**src/rtl/audio_pkg.sv**
```systemverilog
`default_nettype none
// ============================================================================
// Module      : audio_pkg
// Description : Shared types and default constants for the audio event
//               sequencer: playback state encoding, default channel
//               assignment and default per-channel half-periods (50 MHz clk).
// Revision    : 1.0 - initial release
// ============================================================================
package audio_pkg;

  // Playback state: silent and waiting, or generating a tone.
  typedef enum logic [0:0] {
    ST_IDLE = 1'b0,
    ST_PLAY = 1'b1
  } state_e;

  // Default channel assignment (higher index = higher priority).
  localparam int CH_JUMP  = 0;
  localparam int CH_WIN   = 1;
  localparam int CH_LOSE  = 2;
  localparam int CH_SPARE = 3;

  // Default half-periods in clk cycles at 50 MHz.
  localparam logic [15:0] HP_JUMP  = 16'd56818;  // ~440 Hz
  localparam logic [15:0] HP_WIN   = 16'd37936;  // ~659 Hz
  localparam logic [15:0] HP_LOSE  = 16'd63776;  // ~392 Hz
  localparam logic [15:0] HP_SPARE = 16'd0;      // muted

endpackage
`default_nettype wire

```
**src/rtl/tone_gen.sv**
```systemverilog
`default_nettype none
// ============================================================================
// Module      : tone_gen
// Description : Square-wave tone generator. Latches a half-period on load,
//               counts it down while enabled and toggles the output at each
//               phase reload. A half-period of zero mutes the output.
//               Optional macro AUDIO_SWEEP_EN adds a saturating half-period
//               increment input for falling-pitch sweeps.
// Revision    : 1.0 - initial release
// ============================================================================
module tone_gen #(
  parameter int HP_W = 16
) (
  input  logic            clk,
  input  logic            reset,
  input  logic            load_i,   // new grant: latch hp_i, restart phase
  input  logic            clr_i,    // playback finishing: force silence
  input  logic            en_i,     // ordinary play cycle
`ifdef AUDIO_SWEEP_EN
  input  logic            sweep_i,  // bump latched half-period by one
`endif
  input  logic [HP_W-1:0] hp_i,
  output logic            sound_o
);

  localparam logic [HP_W-1:0] HP_ONE = HP_W'(1);

  logic [HP_W-1:0] hp_q, hp_d;
  logic [HP_W-1:0] phase_q, phase_d;
  logic            sound_q, sound_d;

  // Next-state: load beats clear beats normal counting.
  always_comb begin
    hp_d    = hp_q;
    phase_d = phase_q;
    sound_d = sound_q;
    if (load_i) begin
      hp_d    = hp_i;
      // A muted channel keeps the phase counter parked at zero rather than wrapping.
      phase_d = (hp_i == '0) ? '0 : (hp_i - HP_ONE);
      sound_d = (hp_i != '0);
    end else if (clr_i) begin
      sound_d = 1'b0;
    end else if (en_i) begin
      if (hp_q == '0) begin
        sound_d = 1'b0;
      end else if (phase_q == '0) begin
        sound_d = ~sound_q;
        phase_d = hp_q - HP_ONE;
      end else begin
        phase_d = phase_q - HP_ONE;
      end
    end
`ifdef AUDIO_SWEEP_EN
    // The reload above used the old hp; the bumped value applies from the next reload.
    if (!load_i && sweep_i && (hp_q != '1)) begin
      hp_d = hp_q + HP_ONE;
    end
`endif
  end

  // Tone state registers.
  always_ff @(posedge clk) begin
    if (reset) begin
      hp_q    <= '0;
      phase_q <= '0;
      sound_q <= 1'b0;
    end else begin
      hp_q    <= hp_d;
      phase_q <= phase_d;
      sound_q <= sound_d;
    end
  end

  assign sound_o = sound_q;

endmodule
`default_nettype wire

```
**src/rtl/audio_event_sequencer.sv**
```systemverilog
`default_nettype none
// ============================================================================
// Module      : audio_event_sequencer
// Description : Edge-detects NUM_CH game-event triggers, grants the highest
//               index (with preemption/retrigger while playing) and plays a
//               per-channel square tone for DURATION cycles, then pulses done.
//               Optional macro AUDIO_SWEEP_EN enables per-channel pitch sweep.
// Revision    : 1.0 - initial release
// ============================================================================
module audio_event_sequencer
  import audio_pkg::*;
#(
  parameter int                NUM_CH     = 4,
  parameter int                HP_W       = 16,
  parameter int                DURATION   = 25000000,
  parameter int                SWEEP_STEP = 65536,
  parameter logic [NUM_CH-1:0] SWEEP_MASK = NUM_CH'(4'b0100),
  localparam int               CH_W       = $clog2(NUM_CH)
) (
  input  logic                   clk,
  input  logic                   reset,
  input  logic [NUM_CH-1:0]      trigger,
  input  logic [NUM_CH*HP_W-1:0] half_period,
  output logic                   sound,
  output logic                   busy,
  output logic [CH_W-1:0]        active_ch,
  output logic                   done
);

  localparam int              DUR_W    = $clog2(DURATION + 1);
  localparam logic [DUR_W-1:0] DUR_LOAD = DUR_W'(DURATION - 1);
  localparam logic [DUR_W-1:0] DUR_ONE  = DUR_W'(1);

  logic [NUM_CH-1:0] trig_q;
  logic [NUM_CH-1:0] edges;
  logic [CH_W-1:0]   win;
  logic [HP_W-1:0]   win_hp;
  logic              any_edge;
  logic              grant;
  logic              last_cycle;
  logic              tone_en;

  state_e            state_q;
  logic              busy_q;
  logic [CH_W-1:0]   active_ch_q;
  logic [DUR_W-1:0]  dur_q;
  logic              done_q;

  // Trigger history for rising-edge detection; cleared so a held trigger fires after reset.
  always_ff @(posedge clk) begin
    if (reset) trig_q <= '0;
    else       trig_q <= trigger;
  end

  assign edges = trigger & ~trig_q;

  // Priority encoder: the highest set edge wins and selects its half-period.
  always_comb begin
    win      = '0;
    win_hp   = '0;
    any_edge = 1'b0;
    for (int i = 0; i < NUM_CH; i++) begin
      if (edges[i]) begin
        win      = CH_W'(i);
        win_hp   = half_period[i*HP_W +: HP_W];
        any_edge = 1'b1;
      end
    end
  end

  // Lower-priority edges during playback are dropped; equal index retriggers.
  assign grant      = any_edge && ((state_q == ST_IDLE) || (win >= active_ch_q));
  assign tone_en    = (state_q == ST_PLAY) && !grant;
  assign last_cycle = tone_en && (dur_q == '0);

  // Playback FSM with duration counter and registered status outputs.
  always_ff @(posedge clk) begin
    if (reset) begin
      state_q     <= ST_IDLE;
      busy_q      <= 1'b0;
      active_ch_q <= '0;
      dur_q       <= '0;
      done_q      <= 1'b0;
    end else begin
      done_q <= 1'b0;
      if (grant) begin
        state_q     <= ST_PLAY;
        busy_q      <= 1'b1;
        active_ch_q <= win;
        dur_q       <= DUR_LOAD;
      end else if (state_q == ST_PLAY) begin
        if (dur_q == '0) begin
          state_q <= ST_IDLE;
          busy_q  <= 1'b0;
          done_q  <= 1'b1;
        end else begin
          dur_q <= dur_q - DUR_ONE;
        end
      end
    end
  end

`ifdef AUDIO_SWEEP_EN
  localparam int               SW_W    = (SWEEP_STEP > 1) ? $clog2(SWEEP_STEP) : 1;
  localparam logic [SW_W-1:0]  SW_LAST = SW_W'(SWEEP_STEP - 1);
  localparam logic [SW_W-1:0]  SW_ONE  = SW_W'(1);

  logic [SW_W-1:0] sweep_cnt_q;
  logic            sweep_tick;

  assign sweep_tick = tone_en && (sweep_cnt_q == SW_LAST) && SWEEP_MASK[active_ch_q];

  // Sweep interval counter: restarts on every grant, free-runs during play.
  always_ff @(posedge clk) begin
    if (reset || grant) begin
      sweep_cnt_q <= '0;
    end else if (tone_en) begin
      sweep_cnt_q <= (sweep_cnt_q == SW_LAST) ? '0 : (sweep_cnt_q + SW_ONE);
    end
  end
`endif

  tone_gen #(
    .HP_W (HP_W)
  ) u_tone (
    .clk     (clk),
    .reset   (reset),
    .load_i  (grant),
    .clr_i   (last_cycle),
    .en_i    (tone_en),
`ifdef AUDIO_SWEEP_EN
    .sweep_i (sweep_tick),
`endif
    .hp_i    (win_hp),
    .sound_o (sound)
  );

  assign busy      = busy_q;
  assign active_ch = active_ch_q;
  assign done      = done_q;

endmodule
`default_nettype wire
```
**config.mk**
```make
export PLATFORM = sky130hd
export DESIGN_NAME = audio_event_sequencer
export DESIGN_NICKNAME = d
export VERILOG_FILES = /design/src/rtl/audio_pkg.sv /design/src/rtl/tone_gen.sv /design/src/rtl/audio_event_sequencer.sv
export SDC_FILE = /design/constraint.sdc
export NUM_CORES = 1
export LEC_CHECK = 0
export CAP_MARGIN = 5
export CORE_UTILIZATION = 40
export DETAILED_ROUTE_END_ITERATION = 10
export PLACE_DENSITY = 0.65
export RECOVER_POWER = 25
export SLEW_MARGIN = 20
export SYNTH_ARGS = -nofsm -noshare
export SYNTH_HDL_FRONTEND = slang
export SYNTH_SLANG_ARGS = --single-unit
```
**constraint.sdc**
```tcl
create_clock -name clk -period 3 [get_ports clk]
set_clock_uncertainty 0.05 [all_clocks]
set_input_delay 0.3 -clock clk [delete_from_list [all_inputs] [get_ports clk]]
set_output_delay 0.3 -clock clk [all_outputs]
set_load 0.01 [all_outputs]
```
==> results.cfg <==
[yosys]
synthTopCellsByArea = dfxtp_1 (31%), a21oi_1 (7.4%), nor2_1 (4.6%)
yosysSeqAreaShare_pct = 30.5
synthCells = 576
yosys.cell_types.count = 68
ys_warn_count = 0
synth_ff_type = dfxtp_1
synth_top_area_share_pct = 30.5
synth_seq_cells = 67
yosysTopAreaCell = dfxtp_1
synth_area_um2 = 4390
synth_edf_count = 0
synth_nets = 651
syn_avg_cell_area_um2 = 7.62
synthArstFlopShare_pct = 0

[worst_setup_path]
critPathLaunchType = flop
regToRegEndpoint = u_tone.phase_q[11]
cp_data_arrival_time_ps = 3030
endpoint = u_tone.phase_q[11]
required_ps = 3230
crit_path_start = u_tone.phase_q[0]
reg2reg_depth = 7
critical_path_class = flop to flop
reg2reg_from = u_tone.phase_q[0]
worst_setup_path_end_kind = flop
cp_max_fo = 8
rrSetupSlack_ps = 200

[placement]
place_inst = 807
place_ws_ps = -242
hpwl_mm = 9.98
placed_area_um2 = 5540
place_congestion = 0.828
port_buffers = 74

[cts]
htree_num_levels = 3
cts-root-buf = clkbuf_8
cts_hold_buf = 0
cts_setup_buffers = 0
clock_latency_ps = 350
path_clk_slew_ps = 80
ctsResizeCount = 0
clockBufferDepth = 2
cts.sinks = 67
cts_tree = built
cts_inserted_buffers = 9

[cells_and_area]
nNetsFinal = 757
num_antenna_cells = 0
drive_gt1_share_pct = 14.8
fillCellCount = 1032
areaGrowthSynthToFinish_pct = 31.9
final_area_um2 = 5790
final_common_cell = clkdlybuf4s50_1
instances_no_fill = 823
final_cell_mix = clkdlybuf4s50_1 (68), dfxtp_1 (65), a21oi_1 (64)

[sta]
max_freq_mhz = 357
period_needed_ps = 2800
setup_viol = 0
whs_ps = 428
relSlewSlack_pct = 59.3
worst_pin_slew_ps = 602
layout_setup_ws_ps = 195
period_share_pct = 93.5
maxSlewViolCount = 0
final-hold-violation-count = 0
rsz0062_at_grt = false

[floorplan]
coreArea_um2 = 10500
ios = 75
rows = 37
die-area_um2 = 11400
die_h_um = 107
start_util_pct = 42.0
dieWidth_um = 107

[routing]
via_count = 4830
drt_pass1_iterations = 4
wl_mm = 13.4
drc_errors = 0
avgRoutedWirePerCell_um = 16.2
ant_nets = 0
vias_per_cell = 5.87
initialDrtViolationCount = 330

[global_route]
grt_pass1_vias = 4571
globalRouteTotalUtil_pct = 24.2
overflow = 0
grt_pass1_wl_mm = 22.0
grt_max_degree = 48
antenna_found_initial = 0

[status]
status = finished, final reports clean

[power_and_ir_drop]
p_leak_nw = 2.11
power_density_nw_per_um2 = 518
peakVddDrop_mv = 0.265
power_mw = 3.00

[hold_path]
hold_path.class = flop to flop

[run]
cap_violations = 0
## synthesized netlist by cell type (3+ instances only)
cell type  instances
a21oi_1           65
nand3b_1           4
buf_6              4
o21ai_0           24
and4_1             3
or4_1              8
clkbuf_8           3
or2_2              3
o221ai_1           6
a41oi_1            4
xnor2_1           18
a31oi_1           30
a32oi_1            3
a21o_1             4
and3_1             3
nor4_1            16
inv_1             10
buf_2             10
nand4_1           23
nand2b_1           6
o31ai_1            4
o22ai_1            5
dfxtp_1           67
ha_1               5
nor2b_1            8
clkbuf_1          22
a211oi_1           7
nor2_1            54
xor2_1            14
o211ai_1           7
nand2_1           53
or3_1              5
nand3_1           21
o21a_1             3
nor3_1            11
## state kept, by name, summed over array words and instances, names as in the netlist
signal / cells
u_tone.hp_q: 16
trig_q: 4
dur_q: 25
done: 1
u_tone.phase_q: 16
u_tone.sound_o: 1
state_q: 1
active_ch: 2
busy: 1
## power breakdown
group,internal (mW),leakage (nW),switching (mW)
clock network,0.495,0.110,0.371
registers,0.990,0.557,0.109
logic,0.481,1.44,0.552
## metrics by stage
step / setup TNS (ps) / util (%)
floorplan: 0 / -
global placement: -2040 / 53.0
detailed placement: -3540 / 53.0
CTS: 0 / 55.1
global route: 0 / 55.4
finish: 0 / 55.4
## critical path, stage by stage (launching register included)
cell       delay (ps)
dfxtp_1           350
or4_4             580
or3_4             420
a211o_4           380
a2111oi_4         400
mux2i_1           260
a32oi_1           120
o22ai_1           170
## final cells by class
cell class              instances  area, um2  share of cell area, %
inverters                      10       37.5                  0.648
well taps                     136        170                   2.94
clock inverters                 5       85.1                   1.47
repair buffers                135       1180                   20.5
multi-input cells             459       2830                   48.8
flip-flops and latches         67       1340                   23.2
clock buffers                  11        141                   2.44
## routing by layer
metal | vias up | routed length (um) | global-route usage (%)
li1 | 2374 | - | -
met1 | 2257 | 6200 | 32.8
met2 | 186 | 6120 | 38.8
met3 | 13 | 928 | 5.59
met4 | 0 | 125 | 5.68
met5 | - | 0 | 0
## cell families (layout without fill, tap and decap cells)
logic type               count (synthesis)  in the layout  synth area share, %
AND/OR/NAND/NOR                        235            235                 28.1
AO/OA/AOI/OAI                          185            185                 27.2
flip-flops                              67             67                 30.5
buffers and inverters                   50            161                 5.93
XOR/XNOR                                32             32                 6.38
adder cells (fa/ha/maj)                  5              5                 1.42
multiplexers                             2              2                0.456
## worst min-delay path by stage
stage | from | to | slack [ps] | cells past startpoint
2_1_floorplan | trigger[0] | trig_q[0] | 380 | 1
3_3_place_gp | u_tone.hp_q[13] | u_tone.hp_q[13] | 410 | 2
3_5_place_dp | u_tone.hp_q[13] | u_tone.hp_q[13] | 410 | 2
4_1_cts | reset | u_tone.phase_q[4] | 420 | 4
5_1_grt | u_tone.hp_q[13] | u_tone.hp_q[13] | 460 | 2
6_report | u_tone.hp_q[13] | u_tone.hp_q[13] | 430 | 2
(Power assumes the default switching activity.)
